### src/rtl/gafe_pkg.sv
// Shared types and constants for the GAFE OTA scan sequencer.
package gafe_pkg;

  localparam int unsigned SYNC_STAGES = 2;

  typedef enum logic [2:0] {
    IDLE,
    SELECT,
    SETTLE,
    SAMPLE,
    OUTPUT
  } state_e;

endpackage

### src/rtl/gafe_sync2.sv
// Reset-to-zero flop chain that brings one asynchronous comparator bit into the clk domain.
module gafe_sync2
  import gafe_pkg::*;
(
  input  logic clk,
  input  logic rst_n,
  input  logic d,
  output logic q
);

  logic [SYNC_STAGES-1:0] sync_q;
  logic [SYNC_STAGES-1:0] sync_d;

  always_comb begin
    sync_d = {sync_q[SYNC_STAGES-2:0], d};
  end

  always_ff @(posedge clk or negedge rst_n) begin
    if (!rst_n) begin
      sync_q <= '0;
    end else begin
      sync_q <= sync_d;
    end
  end

  assign q = sync_q[SYNC_STAGES-1];

endmodule

### src/rtl/gafe_ota_scan_ctrl.sv
// Scans masked OTA channels: power one, settle, count comparator ones, return result.
// Optional GAFE_CHOP_EN adds ota_chop and inverts samples taken while it is high.
module gafe_ota_scan_ctrl
  import gafe_pkg::*;
#(
  parameter int unsigned NUM_CH   = 4,
  parameter int unsigned CH_W     = 2,
  parameter int unsigned SETTLE_W = 8,
  parameter int unsigned SAMPLE_W = 4
) (
  input  logic                clk,
  input  logic                rst_n,
  input  logic                start,
  input  logic                continuous,
  input  logic                stop,
  input  logic [NUM_CH-1:0]   ch_mask,
  input  logic [SETTLE_W-1:0] settle_cycles,
  input  logic [SAMPLE_W-1:0] num_samples,
  input  logic [NUM_CH-1:0]   cmp_in,
  output logic [NUM_CH-1:0]   ota_en,
`ifdef GAFE_CHOP_EN
  output logic                ota_chop,
`endif
  output logic                busy,
  output logic                res_valid,
  input  logic                res_ready,
  output logic [CH_W-1:0]     res_ch,
  output logic [SAMPLE_W-1:0] res_count
);

  localparam int unsigned TMR_W = (SETTLE_W + 1 > SAMPLE_W) ? SETTLE_W + 1 : SAMPLE_W;

  state_e              state_q, state_d;
  logic [CH_W-1:0]     ch_q, ch_d;
  logic [CH_W-1:0]     ptr_q, ptr_d;
  logic [NUM_CH-1:0]   mask_q, mask_d;
  logic [SETTLE_W-1:0] settle_q, settle_d;
  logic [SAMPLE_W-1:0] nsamp_q, nsamp_d;
  logic                cont_q, cont_d;
  logic                stop_pend_q, stop_pend_d;
  logic [TMR_W-1:0]    timer_q, timer_d;
  logic [SAMPLE_W-1:0] count_q, count_d;
  logic [NUM_CH-1:0]   ota_en_q, ota_en_d;
  logic                busy_q, busy_d;
  logic                res_valid_q, res_valid_d;
  logic                chop_q, chop_d;
  logic [NUM_CH-1:0]   cmp_sync;
  logic                samp_bit;

  // cmp_in and ota_en cross into/out of the analog macro: clkbuf_inhibit nets.
  for (genvar g = 0; g < int'(NUM_CH); g++) begin : g_sync
    gafe_sync2 u_sync (
      .clk   (clk),
      .rst_n (rst_n),
      .d     (cmp_in[g]),
      .q     (cmp_sync[g])
    );
  end

  // Lowest set bit at or above p, else lowest set bit overall.
  function automatic logic [CH_W-1:0] pick_ch(input logic [NUM_CH-1:0] m,
                                               input logic [CH_W-1:0]   p);
    logic [CH_W-1:0] r;
    r = '0;
    for (int i = int'(NUM_CH) - 1; i >= 0; i--) begin
      if (m[i]) r = CH_W'(i);
    end
    for (int i = int'(NUM_CH) - 1; i >= 0; i--) begin
      if (m[i] && (i >= int'(p))) r = CH_W'(i);
    end
    return r;
  endfunction

  function automatic logic has_above(input logic [NUM_CH-1:0] m,
                                     input logic [CH_W-1:0]   c);
    logic f;
    f = 1'b0;
    for (int i = 0; i < int'(NUM_CH); i++) begin
      if (m[i] && (i > int'(c))) f = 1'b1;
    end
    return f;
  endfunction

`ifdef GAFE_CHOP_EN
  assign samp_bit = cmp_sync[ch_q] ^ chop_q;
`else
  assign samp_bit = cmp_sync[ch_q];
`endif

  always_comb begin
    state_d     = state_q;
    ch_d        = ch_q;
    ptr_d       = ptr_q;
    mask_d      = mask_q;
    settle_d    = settle_q;
    nsamp_d     = nsamp_q;
    cont_d      = cont_q;
    stop_pend_d = stop_pend_q;
    timer_d     = timer_q;
    count_d     = count_q;
    ota_en_d    = ota_en_q;
    busy_d      = busy_q;
    res_valid_d = res_valid_q;
    chop_d      = chop_q;

    if ((state_q != IDLE) && stop) stop_pend_d = 1'b1;

    unique case (state_q)
      IDLE: begin
        if (start && (|ch_mask)) begin
          mask_d      = ch_mask;
          settle_d    = settle_cycles;
          nsamp_d     = num_samples;
          cont_d      = continuous;
          ptr_d       = '0;
          stop_pend_d = 1'b0;
          busy_d      = 1'b1;
          state_d     = SELECT;
        end
      end
      SELECT: begin
        ch_d           = pick_ch(mask_q, ptr_q);
        ota_en_d       = '0;
        ota_en_d[ch_d] = 1'b1;
        timer_d        = TMR_W'(settle_q) + TMR_W'(1);
        count_d        = '0;
        state_d        = SETTLE;
      end
      SETTLE: begin
        if (timer_q == '0) begin
          timer_d = (nsamp_q == '0) ? '0 : TMR_W'(nsamp_q - SAMPLE_W'(1));
          chop_d  = 1'b0;
          state_d = SAMPLE;
        end else begin
          timer_d = timer_q - TMR_W'(1);
        end
      end
      SAMPLE: begin
        if (samp_bit && (count_q != '1)) count_d = count_q + SAMPLE_W'(1);
        chop_d = ~chop_q;
        if (timer_q == '0) begin
          chop_d      = 1'b0;
          res_valid_d = 1'b1;
          state_d     = OUTPUT;
        end else begin
          timer_d = timer_q - TMR_W'(1);
        end
      end
      OUTPUT: begin
        if (res_ready) begin
          res_valid_d = 1'b0;
          ota_en_d    = '0;
          ptr_d       = (int'(ch_q) == int'(NUM_CH) - 1) ? '0 : ch_q + CH_W'(1);
          if ((!has_above(mask_q, ch_q) && !cont_q) || stop_pend_q || stop) begin
            busy_d      = 1'b0;
            stop_pend_d = 1'b0;
            state_d     = IDLE;
          end else begin
            state_d = SELECT;
          end
        end
      end
      default: state_d = IDLE;
    endcase
  end

  always_ff @(posedge clk or negedge rst_n) begin
    if (!rst_n) begin
      state_q     <= IDLE;
      ch_q        <= '0;
      ptr_q       <= '0;
      mask_q      <= '0;
      settle_q    <= '0;
      nsamp_q     <= '0;
      cont_q      <= 1'b0;
      stop_pend_q <= 1'b0;
      timer_q     <= '0;
      count_q     <= '0;
      ota_en_q    <= '0;
      busy_q      <= 1'b0;
      res_valid_q <= 1'b0;
      chop_q      <= 1'b0;
    end else begin
      state_q     <= state_d;
      ch_q        <= ch_d;
      ptr_q       <= ptr_d;
      mask_q      <= mask_d;
      settle_q    <= settle_d;
      nsamp_q     <= nsamp_d;
      cont_q      <= cont_d;
      stop_pend_q <= stop_pend_d;
      timer_q     <= timer_d;
      count_q     <= count_d;
      ota_en_q    <= ota_en_d;
      busy_q      <= busy_d;
      res_valid_q <= res_valid_d;
      chop_q      <= chop_d;
    end
  end

  assign ota_en    = ota_en_q;
  assign busy      = busy_q;
  assign res_valid = res_valid_q;
  assign res_ch    = ch_q;
  assign res_count = count_q;
`ifdef GAFE_CHOP_EN
  assign ota_chop  = chop_q;
`else
  logic unused_chop;
  assign unused_chop = chop_q;
`endif

endmodule

### config.mk
export PLATFORM = sky130hd
export DESIGN_NAME = gafe_ota_scan_ctrl
export DESIGN_NICKNAME = d
export VERILOG_FILES = /design/src/rtl/gafe_pkg.sv /design/src/rtl/gafe_sync2.sv /design/src/rtl/gafe_ota_scan_ctrl.sv
export SDC_FILE = /design/constraint.sdc
export NUM_CORES = 1
export LEC_CHECK = 0
export CAP_MARGIN = 5
export CORE_UTILIZATION = 56
export CTS_BUF_LIST = sky130_fd_sc_hd__clkbuf_2
export CTS_CLUSTER_DIAMETER = 50
export DETAILED_ROUTE_END_ITERATION = 12
export GPL_TIMING_DRIVEN = 0
export PLACE_DENSITY_LB_ADDON = 0.1
export SLEW_MARGIN = 20
export SYNTH_ARGS = -nofsm -noshare
export SYNTH_HDL_FRONTEND = slang
export SYNTH_SLANG_ARGS = --single-unit
### constraint.sdc
create_clock -name clk -period 2.6 [get_ports clk]
set_clock_uncertainty 0.15 [all_clocks]
set_input_delay 0.52 -clock clk [delete_from_list [all_inputs] [get_ports clk]]
set_output_delay 0.52 -clock clk [all_outputs]
set_load 0.01 [all_outputs]
==> flow_metrics.tcl <==
set metrics [dict create \
    slew_violations 0 \
    clkSinkCount 52 \
    final_nets 326 \
    vias 2053 \
    place_congestion 0.879 \
    hold_viol 0 \
    vias_per_cell 5.93 \
    status "complete, but fails checks" \
    yosysMostFrequentCell "dfrtp_1" \
    path_clk_slew_ps 260 \
    fillers 349 \
    coreArea_um2 4470 \
    cts_buffer_depth 2 \
    drive_gt1_share_pct 11.9 \
    detail-route-antenna-nets 0 \
    hpwl_um 3970 \
    grt_pass1_wl_um 9090 \
    path_class "reg -> reg" \
    pin_count 38 \
    rr_worst_depth 7 \
    rsz0062_at_grt "no" \
    synth_nets 281 \
    drt-initial-drc-count 168 \
    io_buffers 37 \
    die_area_um2 5050 \
    netlist_area_um2 2670 \
    max_freq_ghz 0.412 \
    die_h_um 71.1 \
    syn_inst 248 \
    drc 2 \
    clock_latency_ps 440 \
    drt-pass1-iter-count 11 \
    grtUsageTotal_pct 23.2 \
    overflow 0 \
    synth_top_cell_by_area "dfrtp_1" \
    setup_viol_count_final 0 \
    peakVddDrop_mv 0.523 \
    synth_top_area_share_pct 48.7 \
    routedWlPerCell_um 15.4 \
    grt_pass1_vias 1933 \
    register_area_um2 1300 \
    arrival_ps 2640 \
    min_period_over_period_pct 93.3 \
    clock-root-buffer "clkbuf_2" \
    seq_area_frac_synth_pct 48.7 \
    async_flop_share_pct 100 \
    end_kind "flip-flop" \
    reg2reg_from "timer_q[0]" \
    synth_top_flop_cell "dfrtp_1" \
    start_util_pct 59.7 \
    layout.cells.non_filler 346 \
    finalCriticalPeriod_ps 2430 \
    area_delta_synth_final_pct 19.0 \
    antenna_cells 0 \
    numCtsBuffers 5 \
    postSynthAreaPerCell_um2 10.8 \
    yosysWarnings 0 \
    max_slew_margin_pct 56.6 \
    routed_wl_um 5330 \
    r2r_end "timer_q[2]" \
    placedCellCount 337 \
    die_w_um 71.1 \
    grt_max_degree 53 \
    max_cap_violations 0 \
    cts_max_level 2 \
    synth_edf_count 0 \
    p_leak_nw 1.32 \
    crit_required_ps 2810 \
    synthTopCellsByArea "dfrtp_1 (49%), o21ai_0 (4.3%), mux2_2 (3.8%), mux2_1 (3.4%), ha_1 (3.3%)" \
    violations "DRC" \
    synth_common_cells "dfrtp_1 (52), o21ai_0 (23), nand2_1 (19), nor2_1 (12), inv_1 (11)" \
    synth_seq_cells 52 \
    rows 24 \
    hold_depth 0 \
    worstMarginPinSlew_ps 644 \
    cp-start-kind "flip-flop" \
    hp-class "reg -> reg" \
    p_per_area_nw_per_um2 1040 \
    r2r_slack_ps 170 \
    tritoncts "yes" \
    antenna_found_initial 0 \
    critPathCapture "timer_q[2]" \
    crit_fanout 9 \
    worstSetupStartpoint "timer_q[0]" \
    ys_types 50 \
    power_w 0.00331 \
    multi_input_area_um2 1270 \
]
-- cell type report --
cell class,count,share of cell area (%)
sequential,52,40.9
multi-input combinational,176,40.1
timing repair buffer,38,11.9
tap,52,2.05
buffer,9,1.69
inverter,11,1.30
clock inverter,2,1.10
clock buffer,6,0.945
-- where the power goes --
part | leakage [nW] | internal (W) | switching [W]
Clock | 0.0430 | 0.000165 | 0.000257
Sequential | 0.630 | 0.00111 | 0.000323
Combinational | 0.643 | 0.000727 | 0.000727
Total | 1.32 | 0.00201 | 0.00131
-- how the worst min path moves through the flow --
stage                     slack [ps]                        from                         end
after floorplan                   70                       rst_n                        busy
after global placement           180  g_sync[3].u_sync.sync_q[0]  g_sync[3].u_sync.sync_q[1]
after detailed placement         180  g_sync[3].u_sync.sync_q[0]  g_sync[3].u_sync.sync_q[1]
after CTS                        230  g_sync[0].u_sync.sync_q[0]  g_sync[0].u_sync.sync_q[1]
after global routing             250  g_sync[3].u_sync.sync_q[0]  g_sync[3].u_sync.sync_q[1]
final                            230  g_sync[0].u_sync.sync_q[0]  g_sync[0].u_sync.sync_q[1]
-- state kept, by name (all words and copies together) (netlist names) --
name,count
busy,1
g_sync.u_sync.sync_q,8
ptr_q,2
state_q,3
nsamp_q,4
timer_q,9
cont_q,1
settle_q,8
res_valid,1
stop_pend_q,1
res_ch,2
mask_q,4
ota_en,4
res_count,4
-- cell families (layout without fill, tap and decap cells) --
group | after synthesis | count (layout) | share of synthesized area [%]
AND/OR/NAND/NOR | 77 | 77 | 16.3
AO/OA/AOI/OAI | 65 | 65 | 17.2
flip-flops | 52 | 52 | 48.7
XOR/XNOR | 9 | 9 | 2.95
multiplexers | 18 | 18 | 8.01
buffers and inverters | 20 | 66 | 3.56
adder cells (fa/ha/maj) | 7 | 7 | 3.28
-- cell usage in the layout, fill, tap and decap left out, types with 7 or more instances in the layout --
cell / n
a21oi_1: 9
a22o_1: 8
clkdlybuf4s50_1: 36
dfrtp_1: 52
ha_1: 7
inv_1: 11
mux2_1: 8
mux2_2: 9
nand2_1: 19
nand3_1: 8
nor2_1: 12
nor3_1: 7
o21ai_0: 23
xor2_1: 7
-- critical path, stage by stage (launching register included) --
cell and delay, ps:
dfrtp_1 460, inv_1 150, ha_1 200, or3b_1 490, nor4_4 450, nor2_1 80, a211oi_1 270, o21ai_1 100
-- metal layers --
layer	up-vias	part of all wire (%)	track usage [%]
met5	-	0	0
met1	996	49	34.5
li1	996	-	-
met3	5	4.4	4.70
met2	56	45	34.9
met4	0	0.86	6.22
-- per-stage QoR --
step                      TNS (ps)  hold slack (ps)  area, um^2  worst slack (ps)  util (%)
after floorplan                  0             74.4        2670               425         -
after detailed placement      -729              185        3100             -97.9      69.4
after global placement      -34090              183        3110              -655      69.4
after CTS                        0              230        3180               192      71.0
after global routing             0              250        3180              47.5      71.0
final                            0              233        3180               174      71.0
-- what timing repair did --
action,in CTS,in global routing
hold buffers,1,0
hold endpoints to repair,52,0
endpoints found under the setup margin,0,0
setup buffers,0,0
resized for setup,0,0
(Power assumes the default switching activity.)
